`config.mk`:
```
export PLATFORM = sky130hd
export DESIGN_NAME = control_alarma
export DESIGN_NICKNAME = d
export VERILOG_FILES = /design/src/rtl/reloj_pkg.sv /design/src/rtl/detector_flanco.sv /design/src/rtl/control_alarma.sv
export SDC_FILE = /design/constraint.sdc
export NUM_CORES = 1
export LEC_CHECK = 0
export CAP_MARGIN = 40
export CORE_MARGIN = 2
export CORE_UTILIZATION = 35
export CTS_CLUSTER_DIAMETER = 60
export DETAILED_ROUTE_END_ITERATION = 10
export SLEW_MARGIN = 40
export SYNTH_ARGS = -nofsm -noshare
export SYNTH_HDL_FRONTEND = slang
export SYNTH_SLANG_ARGS = --single-unit
```
`constraint.sdc`:
```
create_clock -name clk -period 4.25 [get_ports clk]
set_clock_uncertainty 0.05 [all_clocks]
set_input_delay 0.425 -clock clk [delete_from_list [all_inputs] [get_ports clk]]
set_output_delay 0.425 -clock clk [all_outputs]
set_load 0.05 [all_outputs]
```
`src/rtl/reloj_pkg.sv`:
```
// Shared definitions for the clock project: alarm controller state encoding
// and default timing constants.
package reloj_pkg;

    typedef enum logic [1:0] {
        IDLE   = 2'd0,
        RING   = 2'd1,
        SNOOZE = 2'd2
    } estado_alarma_t;

    localparam int SNOOZE_SEC_DEF   = 300;
    localparam int RING_MAX_SEC_DEF = 60;
    localparam int MAX_SNOOZES_DEF  = 3;

endpackage

```
`src/rtl/detector_flanco.sv`:
```
// Single-bit rising-edge detector: one registered copy of the input and a
// registered one-clk edge pulse.
module detector_flanco #(
    parameter logic RST_VAL = 1'b0
) (
    input  logic clk,
    input  logic rst_n,
    input  logic d_i,
    output logic flanco_o
);

    logic d_q;
    logic flanco_q;

    always_ff @(posedge clk) begin
        if (!rst_n) begin
            d_q      <= RST_VAL;
            flanco_q <= 1'b0;
        end else begin
            d_q      <= d_i;
            flanco_q <= d_i & ~d_q;
        end
    end

    assign flanco_o = flanco_q;

endmodule

```
`src/rtl/control_alarma.sv`:
```
// Alarm controller: rings on a time match, supports a bounded number of
// snoozes, auto-silences after a maximum ring time.
module control_alarma
    import reloj_pkg::*;
#(
    parameter int SNOOZE_SEC   = SNOOZE_SEC_DEF,
    parameter int RING_MAX_SEC = RING_MAX_SEC_DEF,
    parameter int MAX_SNOOZES  = MAX_SNOOZES_DEF
) (
    input  logic           clk,
    input  logic           rst_n,
    input  logic           tick_1hz,
    input  logic           enc,
    input  logic           alarm_en,
    input  logic           btn_snooze,
    input  logic           btn_stop,
    output logic           buzzer,
    output logic           sonando,
    output logic           pospuesto,
    output logic [1:0]     n_pospuestos,
    output estado_alarma_t estado_dbg
);

    localparam int RW = (RING_MAX_SEC > 1) ? $clog2(RING_MAX_SEC) : 1;
    localparam int SW = (SNOOZE_SEC > 1) ? $clog2(SNOOZE_SEC) : 1;
    localparam logic [RW-1:0] RING_LAST = RW'(RING_MAX_SEC - 1);
    localparam logic [SW-1:0] SNZ_LAST  = SW'(SNOOZE_SEC - 1);
    localparam logic [1:0]    MAX_N     = 2'(MAX_SNOOZES);

    logic enc_edge, snz_edge, stop_edge;

    // enc register resets high so a match still active after reset cannot ring.
    detector_flanco #(.RST_VAL(1'b1)) u_det_enc (
        .clk(clk), .rst_n(rst_n), .d_i(enc), .flanco_o(enc_edge)
    );
    detector_flanco #(.RST_VAL(1'b0)) u_det_snz (
        .clk(clk), .rst_n(rst_n), .d_i(btn_snooze), .flanco_o(snz_edge)
    );
    detector_flanco #(.RST_VAL(1'b0)) u_det_stop (
        .clk(clk), .rst_n(rst_n), .d_i(btn_stop), .flanco_o(stop_edge)
    );

    estado_alarma_t  estado_q;
    logic [RW-1:0]   ring_cnt_q;
    logic [SW-1:0]   snz_cnt_q;
    logic            buzzer_q, sonando_q, pospuesto_q;
    logic [1:0]      n_q;

    always_ff @(posedge clk) begin
        if (!rst_n) begin
            estado_q    <= IDLE;
            ring_cnt_q  <= '0;
            snz_cnt_q   <= '0;
            buzzer_q    <= 1'b0;
            sonando_q   <= 1'b0;
            pospuesto_q <= 1'b0;
            n_q         <= 2'd0;
        end else if (!alarm_en) begin
            estado_q    <= IDLE;
            buzzer_q    <= 1'b0;
            sonando_q   <= 1'b0;
            pospuesto_q <= 1'b0;
        end else begin
            case (estado_q)
                IDLE: begin
                    if (enc_edge) begin
                        estado_q   <= RING;
                        n_q        <= 2'd0;
                        ring_cnt_q <= '0;
                        buzzer_q   <= 1'b1;
                        sonando_q  <= 1'b1;
                    end
                end
                RING: begin
                    if (stop_edge) begin
                        estado_q  <= IDLE;
                        buzzer_q  <= 1'b0;
                        sonando_q <= 1'b0;
                    end else if (snz_edge && (n_q < MAX_N)) begin
                        estado_q    <= SNOOZE;
                        n_q         <= n_q + 2'd1;
                        snz_cnt_q   <= '0;
                        buzzer_q    <= 1'b0;
                        sonando_q   <= 1'b0;
                        pospuesto_q <= 1'b1;
                    end else if (tick_1hz) begin
                        if (ring_cnt_q == RING_LAST) begin
                            estado_q  <= IDLE;
                            buzzer_q  <= 1'b0;
                            sonando_q <= 1'b0;
                        end else begin
                            ring_cnt_q <= ring_cnt_q + 1'b1;
                            buzzer_q   <= ~buzzer_q;
                        end
                    end
                end
                SNOOZE: begin
                    if (stop_edge) begin
                        estado_q    <= IDLE;
                        pospuesto_q <= 1'b0;
                    end else if (tick_1hz) begin
                        if (snz_cnt_q == SNZ_LAST) begin
                            estado_q    <= RING;
                            ring_cnt_q  <= '0;
                            buzzer_q    <= 1'b1;
                            sonando_q   <= 1'b1;
                            pospuesto_q <= 1'b0;
                        end else begin
                            snz_cnt_q <= snz_cnt_q + 1'b1;
                        end
                    end
                end
                default: begin
                    estado_q    <= IDLE;
                    buzzer_q    <= 1'b0;
                    sonando_q   <= 1'b0;
                    pospuesto_q <= 1'b0;
                end
            endcase
        end
    end

    assign buzzer       = buzzer_q;
    assign sonando      = sonando_q;
    assign pospuesto    = pospuesto_q;
    assign n_pospuestos = n_q;
    assign estado_dbg   = estado_q;

endmodule

```
==> results of run 1 <==
## worst min-delay path by stage
| stage | cells past startpoint | from | slack [ns] | end |
|---|---|---|---|---|
| floorplan | 1 | u_det_enc.d_q | 0.32 | u_det_enc.flanco_o |
| global placement | 1 | u_det_enc.d_q | 0.32 | u_det_enc.flanco_o |
| detailed placement | 1 | u_det_stop.d_q | 0.33 | u_det_stop.flanco_o |
| CTS | 1 | u_det_snz.d_q | 0.34 | u_det_snz.flanco_o |
| global route | 1 | u_det_stop.d_q | 0.37 | u_det_stop.flanco_o |
| finish | 1 | u_det_snz.d_q | 0.34 | u_det_snz.flanco_o |
## metal layers
layer / vias to the layer above / wire, um / track usage (%)
met5: - / 0 / 0
met3: 2 / 167 / 4.11
met2: 37 / 1590 / 26.5
li1: 661 / - / -
met1: 624 / 1500 / 19.6
met4: 0 / 19 / 4.50
## sequential cells by signal, summed over array words and instances (netlist names)
register and flops:
snz_cnt_q 9, ring_cnt_q 6, estado_dbg 2, n_pospuestos 2
buzzer 1, pospuesto 1, sonando 1, u_det_enc.d_q 1
u_det_enc.flanco_o 1, u_det_snz.d_q 1, u_det_snz.flanco_o 1, u_det_stop.d_q 1
u_det_stop.flanco_o 1
## layout make-up
cell class / count / area (sq um) / area share (%)
tap: 50 / 62.6 / 3.76
timing repair buffer: 13 / 130 / 7.81
inverter: 3 / 11.3 / 0.676
sequential: 28 / 561 / 33.7
multi-input combinational: 138 / 830 / 49.8
clock buffer: 3 / 41.3 / 2.48
clock inverter: 1 / 30.0 / 1.80
## report_power, final
group          switching [mW]  leakage (nW)  internal [mW]
Sequential            0.00268         0.227          0.265
Clock                  0.0830        0.0357          0.126
Combinational          0.0147         0.288         0.0122
Total                   0.100         0.551          0.404
## per-stage QoR
stage | hold slack [ns] | worst slack [ns] | std cells | util [%]
floorplan | 0.317 | 2.07 | 175 | -
global placement | 0.321 | 1.71 | 232 | 40.1
detailed placement | 0.330 | 1.58 | 232 | 40.1
CTS | 0.343 | 1.58 | 236 | 41.9
global route | 0.366 | 1.28 | 236 | 41.9
finish | 0.339 | 1.57 | 236 | 41.9
## cell usage in the layout (no fill, tap or decap), types with 2 or more instances in the layout
cell type,instances
nand2_1,17
nand3_1,7
and3_1,3
a21oi_1,7
dfxtp_1,28
nand2b_1,7
a31oi_1,8
clkbuf_8,3
and2_1,3
o211ai_1,3
a21boi_0,4
nor2b_1,10
or3_1,2
inv_1,3
ha_1,3
o31ai_1,2
o21ai_0,16
nor2_1,14
nand3b_1,2
clkdlybuf4s50_1,13
nor3_1,7
o21a_1,3
## kinds of logic after synthesis
group / count (synthesis) / synth area share [%]
flops: 28 / 39.3
buf+inv: 9 / 2.54
fa+ha+maj: 3 / 2.63
mux: 1 / 0.702
simple gates: 79 / 29.2
compound gates: 55 / 25.6
## critical path, cell delays in order, from the launching register on
cell	delay [ns]
dfxtp_1	0.58
nor2b_1	0.72
o21ai_0	0.27
a21oi_1	0.63
mux2i_1	0.14
and2_1	0.18
==> impl_metrics.ini, run 1 <==
[placed_design]
dp_hpwl_um = 2340
io_buffers = 13
gp_congestion = 0.863
dpl_cell_area_sq_um = 1590

[clocking]
tritoncts = yes
clk-insertion-delay-late_ns = 0.28
clkTransAtPathRegs_ns = 0.10
cts_max_level = 1
cts_setup_buffers = 0
clock-sinks = 28
clockBufferDepth = 2
cts_buffers = 3
root_buffer = clkbuf_8
cts_resized = 0
hold_buffers = 0

[floorplan]
core-area_sq_um = 3970
die-area_sq_um = 4600
die_w_um = 67.8
die_h_um = 67.8
io_pins = 14
start_util_pct = 35.9
rows = 23

[detailed_routing]
ant_nets = 0
wl_um = 3280
wl_per_cell_um = 13.9
drt_iter0_markers = 70
num_vias = 1324
drc = 0
dr.pass1.iters = 4
viasPerCell = 5.61

[synthesis]
async_flop_share_pct = 0
synth-seq-cells = 28
yosysUniqueCellTypes = 42
syn_nets = 185
synth-main-ff-cell = dfxtp_1
synth.top_cell.area_share_pct = 39.3
synth_seq_area_share_pct = 39.3
synthesis.area_sq_um = 1430
netlist_instances = 175
synthTopCellsByArea = dfxtp_1 39%, o21ai_0 5.6%, nand2_1 4.5%
synth_edf_count = 0
ys_warn_count = 0
syn_area_per_cell_sq_um = 8.15
synth.largest_area_cell = dfxtp_1
yosys-top-cells-count = 28 x dfxtp_1, 17 x nand2_1, 16 x o21ai_0
synth.most_common_cell = dfxtp_1

[cells_and_area]
drive_above_1_share_pct = 3.76
final_area_sq_um = 1670
nets = 197
fillers = 396
syn_to_final_growth_pct = 16.8
diodes = 0

[critical_path]
end_kind = register
critPathLaunchType = register
cp.arrival_ns = 2.80
reg2reg_from = estado_dbg[1]
crit_path_max_fanout = 14
regToRegSetupSlack_ns = 1.57
crit_end = snz_cnt_q[0]
critPathRequiredTime_ns = 4.37
critPathKind = register to register
r2r_end = snz_cnt_q[0]
rr_worst_depth = 5
setup.worst_path.start = estado_dbg[1]

[run_status]
status = complete, no violations

[min_path]
hold_path.class = register to register

[sta]
maxSlewViolCount = 0
tns_ns = 0
period_minus_slack_ns = 2.68
clock.fmax_mhz = 373
timing.final.crit_share_pct = 63.1
worstMarginPinSlew_ns = 0.817
rsz0062_at_grt = no
setup_violations = 0
slew-limit-headroom_pct = 45.4
hold_viol_final = 0

[global_route]
grt_overflow = 0
antenna_found_initial = 0
grt_pass1_wl_um = 5520
grt_usage_pct = 15.7
grt_pass1_vias = 1212
grt_max_degree = 23

[pwr]
finalPower_mw = 0.504
power_leakage_nw = 0.551
p_per_area_nw_per_um2 = 303
peakVddDrop_v = 0.000183

[flow_run]
cap_violations = 0
Note: power is estimated with default switching activity, not from simulation.
==> inputs of run 2 (changes only) <==
==> constraint.sdc (replaced) <==
create_clock -name clk -period 2.74 [get_ports clk]
set_clock_uncertainty 0.05 [all_clocks]
set_input_delay 0.274 -clock clk [delete_from_list [all_inputs] [get_ports clk]]
set_output_delay 0.274 -clock clk [all_outputs]
set_load 0.05 [all_outputs]
==> impl_metrics.ini, run 2 (synthesis results as in run 1) <==
[sta]
period_minus_slack_ns = 2.14
rsz0062_at_grt = no
slew-limit-headroom_pct = 55.5
tns_ns = 0
timing.final.crit_share_pct = 78.0
hold_viol_final = 0
maxSlewViolCount = 0
worstMarginPinSlew_ns = 0.658
setup_violations = 0
clock.fmax_mhz = 468

[clocking]
cts_max_level = 1
root_buffer = clkbuf_8
cts_buffers = 3
clockBufferDepth = 2
tritoncts = yes
clk-insertion-delay-late_ns = 0.28
hold_buffers = 0
clkTransAtPathRegs_ns = 0.10
cts_resized = 0
cts_setup_buffers = 0
clock-sinks = 28

[cells_and_area]
drive_above_1_share_pct = 5.79
regArea_sq_um = 561
nets = 201
largest_register_ffs = 9
largest_registers = snz_cnt_q: 9 flops, ring_cnt_q: 6 flops
final_common_cell = dfxtp_1
diodes = 0
regMostFlops = snz_cnt_q
fillers = 407
fin_util_pct = 42.3
syn_to_final_growth_pct = 17.7
multi_input_area_sq_um = 830
final_cell_mix = 28 x dfxtp_1, 17 x nand2_1, 16 x o21ai_0, 14 x nor2_1, 13 x clkdlybuf4s50_1

[critical_path]
critPathRequiredTime_ns = 2.42
path_cells = clkdlybuf4s50_1
critPathKind = register to output port
crit_path_max_fanout = 14
critPathLaunchType = register
cp_slowest_cell = clkdlybuf4s50_1
crit_buf_inv = 1
crit_family = buffers and inverters
cp_slowest_stage_delay_ns = 0.90
cp.arrival_ns = 1.81
end_kind = output port

[flow_run]
cap_violations = 0

[floorplan]
io_pins = 14
start_util_pct = 35.9
die_w_um = 67.8
die-area_sq_um = 4600
die_h_um = 67.8
rows = 23
core-area_sq_um = 3970

[pwr]
power_leakage_nw = 0.565
sequentialPowerShare_pct = 57.6
p_sw_mw = 0.161
clockPowerShare_pct = 36.4
peakVddDrop_v = 0.000164
swShare_pct = 22.3
p_per_area_nw_per_um2 = 430
combPwrFrac_pct = 6.0
p_int_mw = 0.561

[detailed_routing]
wl_per_cell_um = 13.7
drt_iter0_markers = 70
num_vias = 1324
wl_um = 3280
dr.pass1.iters = 4
ant_nets = 0
viasPerCell = 5.52
drc = 0

[placed_design]
dp_hpwl_um = 2370
gp_congestion = 0.887
io_buffers = 13

[min_path]
hold_path.class = register to register

[global_route]
grt_overflow = 0
grt_pass1_wl_um = 5710
grt_pass1_vias = 1307
grt_max_degree = 22
grt_usage_pct = 16.5
antenna_found_initial = 0

[run_status]
status = complete, no violations
==> run 2: changes by cell type in the layout (fill, tap and decap cells not counted) <==
| cell | change |
|---|---|
| bufinv_16 | -1 |
| clkbuf_8 | +1 |
| buf_4 | +4 |
==> run 2: path summary, 6_finish.rpt <==
path | from | to | slack, ns | cells past startpoint
setup reg to reg | estado_dbg[1] | snz_cnt_q[8] | 0.67 | 5
hold / removal | u_det_stop.d_q | u_det_stop.flanco_o | 0.34 | 1
hold reg to reg | u_det_stop.d_q | u_det_stop.flanco_o | 0.34 | 1
setup / recovery | estado_dbg[1] | estado_dbg[1] | 0.60 | 1
==> run 2: routing by layer <==
layer,vias up,global-route usage (%),part of all wire [%]
met3,4,2.63,3.4
met1,622,19.0,46
met4,0,8.25,1.9
met2,27,29.5,49
li1,671,-,-
met5,-,0,0
==> run 2: layout make-up <==
class	instances	area share [%]
clock buffer	4	3.28
multi-input combinational	138	49.4
tap	50	3.73
sequential	28	33.4
inverter	3	0.671
timing repair buffer	17	9.54
==> run 2: metrics by stage <==
stage               hold slack, ns  area, sq um  setup WS, ns  power [mW]  std cells
global placement             0.322         1620         0.709       0.467        236
finish                       0.337         1680         0.602       0.722        240
floorplan                    0.317         1430         0.556       0.449        175
CTS                          0.339         1680         0.620       0.730        240
global route                 0.349         1680         0.454       0.754        240
detailed placement           0.325         1620         0.639       0.469        236
==> run 2: power groups by stage <==
stage                     logic [mW]  clock network, mW  registers, mW
after global routing          0.0485              0.288          0.417
final                         0.0435              0.262          0.416
after global placement        0.0422                  0          0.425
after CTS                     0.0435              0.270          0.416
after floorplan               0.0222                  0          0.426
after detailed placement      0.0432                  0          0.425
